**src/rtl/draw_cursor_multi.sv**
```systemverilog
// Rasterises a SIZE x SIZE cursor shape into framebuffer pixel writes,
// clipping at the screen edges and holding each write until it is accepted.
module draw_cursor_multi #(
    parameter int COORD_W  = 6,
    parameter int OUT_W    = 8,
    parameter int PX_W     = 8,
    parameter int SIZE     = 5,
    parameter int SCREEN_W = 64,
    parameter int SCREEN_H = 64
) (
    input  logic               clk,
    input  logic               rst,
    input  logic               init,
    input  logic [COORD_W-1:0] in_x,
    input  logic [COORD_W-1:0] in_y,
    input  logic [1:0]         mode,
    input  logic [PX_W-1:0]    color,
    input  logic               paint_ready,
    output logic               paint,
    output logic [OUT_W-1:0]   out_x,
    output logic [OUT_W-1:0]   out_y,
    output logic [PX_W-1:0]    px_data,
    output logic               busy,
    output logic               cursor_done
);

    localparam int CNT_W = $clog2(SIZE);
    localparam logic [CNT_W-1:0] LAST   = CNT_W'(SIZE - 1);
    localparam logic [CNT_W-1:0] CENTRE = CNT_W'(SIZE / 2);
    localparam logic [CNT_W:0]   ANTI   = (CNT_W + 1)'(SIZE - 1);
    localparam logic [OUT_W:0]   LIM_X  = (OUT_W + 1)'(SCREEN_W);
    localparam logic [OUT_W:0]   LIM_Y  = (OUT_W + 1)'(SCREEN_H);

    // S_WRAP is the cycle between the final position and the done pulse.
    typedef enum logic [2:0] {
        S_IDLE,
        S_SCAN,
        S_PAINT,
        S_WRAP,
        S_DONE
    } state_t;

    state_t               state_q, state_d;
    logic [CNT_W-1:0]     cx_q, cx_d, cy_q, cy_d;
    logic [COORD_W-1:0]   x0_q, x0_d, y0_q, y0_d;
    logic [1:0]           mode_q, mode_d;
    logic [PX_W-1:0]      color_q, color_d;
    logic                 paint_q, paint_d;
    logic [OUT_W-1:0]     out_x_q, out_x_d, out_y_q, out_y_d;
    logic [PX_W-1:0]      px_q, px_d;
    logic                 busy_q, busy_d;
    logic                 done_q, done_d;

    logic                 hit;
    logic                 emit;
    logic                 lastPos;
    logic [OUT_W:0]       px, py;

    // Shape membership and clipping for the current window position.
    always_comb begin
        hit = 1'b0;
        case (mode_q)
            2'd0:    hit = (cx_q == '0) || (cx_q == LAST) || (cy_q == '0) || (cy_q == LAST);
            2'd1:    hit = 1'b1;
            2'd2:    hit = (cx_q == CENTRE) || (cy_q == CENTRE);
            default: hit = (cx_q == cy_q) || (({1'b0, cx_q} + {1'b0, cy_q}) == ANTI);
        endcase
        px      = (OUT_W + 1)'(x0_q) + (OUT_W + 1)'(cx_q);
        py      = (OUT_W + 1)'(y0_q) + (OUT_W + 1)'(cy_q);
        emit    = hit && (px < LIM_X) && (py < LIM_Y);
        lastPos = (cx_q == LAST) && (cy_q == LAST);
    end

    always_comb begin
        state_d = state_q;
        cx_d    = cx_q;
        cy_d    = cy_q;
        x0_d    = x0_q;
        y0_d    = y0_q;
        mode_d  = mode_q;
        color_d = color_q;
        paint_d = paint_q;
        out_x_d = out_x_q;
        out_y_d = out_y_q;
        px_d    = px_q;
        busy_d  = busy_q;
        done_d  = 1'b0;

        case (state_q)
            S_IDLE: begin
                if (init) begin
                    x0_d    = in_x;
                    y0_d    = in_y;
                    mode_d  = mode;
                    color_d = color;
                    cx_d    = '0;
                    cy_d    = '0;
                    busy_d  = 1'b1;
                    state_d = S_SCAN;
                end
            end
            S_SCAN: begin
                if (emit) begin
                    paint_d = 1'b1;
                    out_x_d = px[OUT_W-1:0];
                    out_y_d = py[OUT_W-1:0];
                    px_d    = color_q;
                    state_d = S_PAINT;
                end else begin
                    if (cx_q == LAST) begin
                        cx_d = '0;
                        cy_d = cy_q + 1'b1;
                    end else begin
                        cx_d = cx_q + 1'b1;
                    end
                    state_d = lastPos ? S_WRAP : S_SCAN;
                end
            end
            S_PAINT: begin
                if (paint_ready) begin
                    paint_d = 1'b0;
                    if (cx_q == LAST) begin
                        cx_d = '0;
                        cy_d = cy_q + 1'b1;
                    end else begin
                        cx_d = cx_q + 1'b1;
                    end
                    state_d = lastPos ? S_WRAP : S_SCAN;
                end
            end
            S_WRAP: begin
                done_d  = 1'b1;
                state_d = S_DONE;
            end
            S_DONE: begin
                busy_d  = 1'b0;
                state_d = S_IDLE;
            end
            default: state_d = S_IDLE;
        endcase
    end

    always_ff @(posedge clk or negedge rst) begin
        if (!rst) begin
            state_q <= S_IDLE;
            cx_q    <= '0;
            cy_q    <= '0;
            x0_q    <= '0;
            y0_q    <= '0;
            mode_q  <= '0;
            color_q <= '0;
            paint_q <= 1'b0;
            out_x_q <= '0;
            out_y_q <= '0;
            px_q    <= '0;
            busy_q  <= 1'b0;
            done_q  <= 1'b0;
        end else begin
            state_q <= state_d;
            cx_q    <= cx_d;
            cy_q    <= cy_d;
            x0_q    <= x0_d;
            y0_q    <= y0_d;
            mode_q  <= mode_d;
            color_q <= color_d;
            paint_q <= paint_d;
            out_x_q <= out_x_d;
            out_y_q <= out_y_d;
            px_q    <= px_d;
            busy_q  <= busy_d;
            done_q  <= done_d;
        end
    end

    assign paint       = paint_q;
    assign out_x       = out_x_q;
    assign out_y       = out_y_q;
    assign px_data     = px_q;
    assign busy        = busy_q;
    assign cursor_done = done_q;

endmodule

```
**config.mk**
```make
export PLATFORM = sky130hd
export DESIGN_NAME = draw_cursor_multi
export DESIGN_NICKNAME = d
export VERILOG_FILES = /design/src/rtl/draw_cursor_multi.sv
export SDC_FILE = /design/constraint.sdc
export NUM_CORES = 1
export LEC_CHECK = 0
export ABC_AREA = 1
export CORE_ASPECT_RATIO = 0.5
export CORE_MARGIN = 1
export CORE_UTILIZATION = 32
export DETAILED_ROUTE_END_ITERATION = 10
export GPL_ROUTABILITY_DRIVEN = 0
export PLACE_DENSITY = 0.66
export RECOVER_POWER = 100
export SYNTH_ARGS = -nofsm -noshare
export SYNTH_HDL_FRONTEND = slang
export SYNTH_SLANG_ARGS = --single-unit
```
**constraint.sdc**
```tcl
create_clock -name clk -period 3 [get_ports clk]
set_input_delay 0.3 -clock clk [delete_from_list [all_inputs] [get_ports clk]]
set_output_delay 0.3 -clock clk [all_outputs]
set_load 0.1 [all_outputs]
```
; Word level (Yosys, flattened, before mapping)
; Index checks and enable logic that the tools add are counted.
[word_totals]
ff_bits = 58
inputBits = 26
out_inout_bits = 27
word_cells = 78
[op_classes]
addsub = 5
magnitude_cmp = 2
n_eq_ne = 16
n_mux = 21
reduce_logical = 21
[op_table]
columns = operator, n
row1 = $mux W3, 9
row2 = $pmux W3 S3, 2
row3 = $add A6 B3 Y7, 2
row4 = $lt A7 B7 Y1 const B, 2
row5 = $eq A3 B2 Y1 const B, 4
row6 = $pmux W3 S4, 1
row7 = $eq A3 B3 Y1 const B, 3
row8 = $logic_not A3 Y1, 3
row9 = $ne A2 B2 Y1 const B, 4
row10 = $reduce_and A2 Y1, 4
row11 = $add A3 B1 Y3 const B, 2
row12 = $logic_or A1 B1 Y1, 5
row13 = $add A3 B3 Y4, 1
row14 = $eq A4 B3 Y1 const B, 1
row15 = $mux W1, 4
row16 = $mux W2, 2
row17 = $pmux W1 S2, 2
row18 = $reduce_and A4 Y1, 1
row19 = $reduce_bool A2 Y1, 2
row20 = $eq A3 B1 Y1 const B, 1
row21 = $eq A3 B3 Y1, 1
row22 = $logic_and A1 B1 Y1, 3
row23 = $pmux W1 S3, 1
row24 = $reduce_and A3 Y1, 1
row25 = other kinds (4), 4

; Logic depth before layout (Yosys ltp)
[logic_depth]
depth_word = 9
ltp_mapped = 14
mapped_depth_nobuf = 14

; Worst setup path before layout
; No wires, ideal clock.
[synth_path]
kind = register to register
start = reg cx_q[0]
end = reg cy_q[0]
setup_time_ns = 0.117
t_arrival_ns = 1.876
required_time_ns = 2.883
slack_ns = 1.007
path_stages_with_launch = 11
path_buffers = 2
period_less_slack_ns = 1.993
cell_sequence = dfrtp_1 -> ha_1 -> fa_1 -> a21oi_1 -> nor2_2 -> nand3_1 -> nand4_2 -> buf_6 -> buf_8 -> nand4_1 -> nand2_1
[synth_via]
elab_chain_cells = 9
elab_cells_between_ends = 22
cone_classes = add/sub: 2 / order compare: 1 / eq/ne: 5 / mux: 5 / reduce/logical: 9
[synth_rtl]
columns = item, line_no
row1 = "start, declared", 44  ; logic [CNT_W-1:0] cx_q, cx_d, cy_q, cy_d;
row2 = "start signal, assigned", 146  ; cx_q <= '0;
row3 = "start signal, assigned", 160  ; cx_q <= cx_d;
row4 = "parallel branches: the longest is 9 deep, another holds $add A6 B3 Y7", --
row5 = "end signal, assigned", 161  ; cy_q <= cy_d;
row6 = "end, declared", 44
; Several ways; the timed one is not identified. The select of a mux whose other input is x is not followed.
; A chain may end at the register's enable or synchronous reset.

; Final worst setup path
[layout_path]
start = reg cy_q[0]
end = reg cx_q[2]
[layout_via]
elab_chain_cells = 8
elab_cells_between_ends = 17
cone_classes = add/sub: 2 / order compare: 1 / eq/ne: 5 / mux: 1 / reduce/logical: 8
[layout_rtl]
columns = item, line_no
row1 = "parallel branches: the longest is 5 deep, another holds $add A6 B3 Y7", --
row2 = $logic_and A1 B1 Y1 (*), 70  ; emit = hit && (px < LIM_X) && (py < LIM_Y);
row3 = $ne A2 B2 Y1 (no line) (*), --
row4 = $reduce_and A4 Y1 (no line) (*), --
; Mark *: on every way between the ends.

==> flow_metrics.tcl <==
set metrics [dict create \
    run_status "finished with violations" \
    violations_in_the_final_reports "capacitance limit, slew limit" \
    worst_ep_required_time_ps 3180 \
    drt-wirelength-per-cell_um 11.82 \
    effective_utilization_at_floorplan 0.3404 \
    commonest_non_fill_non_tap_cells_in_the_layout "nand2_1 (60), dfrtp_1 (56), inv_1 (41)" \
    post_synth_instance_area_um2 2801 \
    postRouteWirelength_um 5460 \
    final_hold_violations 0 \
    yosys.cell_types.count 30 \
    numClockSinks 56 \
    grt_remaining_overflow 0 \
    setup-tns-final_ps 0 \
    cts-buffers-inserted 5 \
    syn2layout_area_growth_pct 20.99 \
    ys_seq_area_frac 0.5002 \
    slew_violations 42 \
    die-area_um2 9155 \
    row_count 23 \
    coreArea_um2 8230 \
    cp_launch_type "flip-flop" \
    grt_setup_unrepaired "false" \
    drc 0 \
    clk-insertion-delay-late_ps 300 \
    whs_path_depth 2 \
    grt_start_max_net_pins 50 \
    globalRouteTotalUtil 0.1293 \
    tightestPinTransition_ps 2196 \
    hpwl_um 4089 \
    first_pass_grt_wire_length_um 8914 \
    synth_top_area_cell "dfrtp_1" \
    yosys_warnings 0 \
    ys_top_cells_by_area "dfrtp_1 (50%), nand2_1 (7.9%), ha_1 (6.7%)" \
    slew_headroom -0.4638 \
    design.portCount 53 \
    final_common_cell "nand2_1" \
    drt-initial-drc-count 83 \
    yosys.area.top_type_share 0.5002 \
    crit_fanout 49 \
    r2r.worst_path.cells 12 \
    drtPass1Iterations 6 \
    finalNetCount 393 \
    die_width_um 134.3 \
    ctsHtreeMaxLevel 2 \
    initial_antenna_violation_count 0 \
    worst_hold_slack_ps 458.9 \
    cp_data_arrival_time_ps 2630 \
    avgViaCountPerCell 4.340 \
    die_h_um 68.16 \
    yosys_register_bits 56 \
    hold_class "flip-flop to flip-flop" \
    place.port_buffers 50 \
    n_antenna_cell 0 \
    first_global_vias 1870 \
    tritoncts_clock_tree "done" \
    ctsRootBufferMaster "clkbuf_16" \
    fin_skew_ps 6.532 \
    timing.setup.critical_path_class "flip-flop to flip-flop" \
    fmax_ghz 0.4075 \
    max_root_sink_buffers 2 \
    finalWorstPathRequiredPeriod_ps 2454 \
    drive_above_1_share 0.07714 \
    vias 2005 \
    setup-violations-final 0 \
    period_share 0.8179 \
    ant_nets 0 \
    cts_repair_resize_count 0 \
    ctsHoldBuffers 0 \
    worst_setup_hold_path_clk_slew_ps 70 \
    post_cts_buffers 0 \
    synth_area_per_cell_um2 9.401 \
    kind_of_end_point_of_the_critical_path "flip-flop" \
    syn-instance-count 298 \
    maxCapViolations 1 \
]
[path summary, 6_finish.rpt]
check	end	slack [ps]	from
setup / recovery	cx_q[2]	550	cy_q[0]
hold / removal	out_x[6]	460	out_x[6]
setup reg to reg	cx_q[2]	550	cy_q[0]
hold reg to reg	out_x[6]	460	out_x[6]
max in group asynchronous	out_y[0]	960	rst
min in group asynchronous	state_q[1]	640	rst
[layout make-up]
class                           count  area (µm²)
Clock inverter                      3       27.53
Tap cell                          112       140.1
Multi-Input combinational cell    192        1144
Clock buffer                        5       125.1
Inverter                           41       153.9
Fill cell                         826        4841
Timing Repair Buffer               53       397.9
Sequential cell                    56        1401
[through the flow]
stage | area (µm²) | setup WS (ps) | std cells | util
floorplan | 2805 | 1007 | 299 | -
global placement | 3341 | 638.5 | 454 | 0.4059
detailed placement | 3341 | 608.6 | 454 | 0.4059
CTS | 3493 | 594.6 | 462 | 0.4244
global route | 3390 | 208.2 | 462 | 0.4118
finish | 3390 | 546.2 | 462 | 0.4118
[logic make-up after synthesis]
logic type               synth area share
XOR/XNOR                          0.03127
other                            0.001339
AO/OA/AOI/OAI                     0.08173
adder cells (fa/ha/maj)           0.08843
flip-flops                         0.5002
multiplexers                      0.04020
AND/OR/NAND/NOR                    0.1742
buffers and inverters             0.08263
[critical path, cell delays in order, from the launching register on]
cell     delay (ps)
dfrtp_1         460
ha_1            200
inv_1            50
fa_1            390
inv_1            70
nand2_1          60
a21oi_1         140
a21oi_1          90
nand4_2          70
buf_4           380
nand2_1         250
nand2_1         110
o21ai_0          80
[flip-flops by register name, indices dropped and copies added, names as in the netlist]
register and flops:
busy 1, color_q 8, cursor_done 1, cx_q 3, cy_q 3, mode_q 2
out_x 7, out_y 7, paint 1, px_data 8, state_q 3, x0_q 6
y0_q 6
[cells in the mapped netlist]
cell type,instances
a21oi_1,16
nand3_2,1
nor2_2,3
nand2_2,3
xor2_1,8
ha_1,15
buf_8,1
nand4_1,3
nor3_4,1
o21ai_0,18
inv_1,41
conb_1,1
nand3_1,11
nand2_1,59
dfrtp_1,56
mux2_2,10
clkbuf_1,2
buf_2,2
buf_4,3
nand4_2,1
a21oi_2,1
or2_4,1
nand3b_1,1
fa_1,3
buf_6,2
o21ai_1,3
nor2_1,24
xnor2_1,2
o21ai_2,4
nor3_1,2
[layer usage]
layer / global-route usage / up-vias / wire length (µm)
met2: 0.2008 / 28 / 2374
met3: 0.03259 / 7 / 181
met1: 0.1724 / 929 / 2817
met5: 0 / - / 0
met4: 0.05899 / 0 / 87
li1: - / 1041 / -
Power is left out: the tool's default activity adds up to more than one toggle a clock period on the data nets, which glitch-free logic cannot reach.
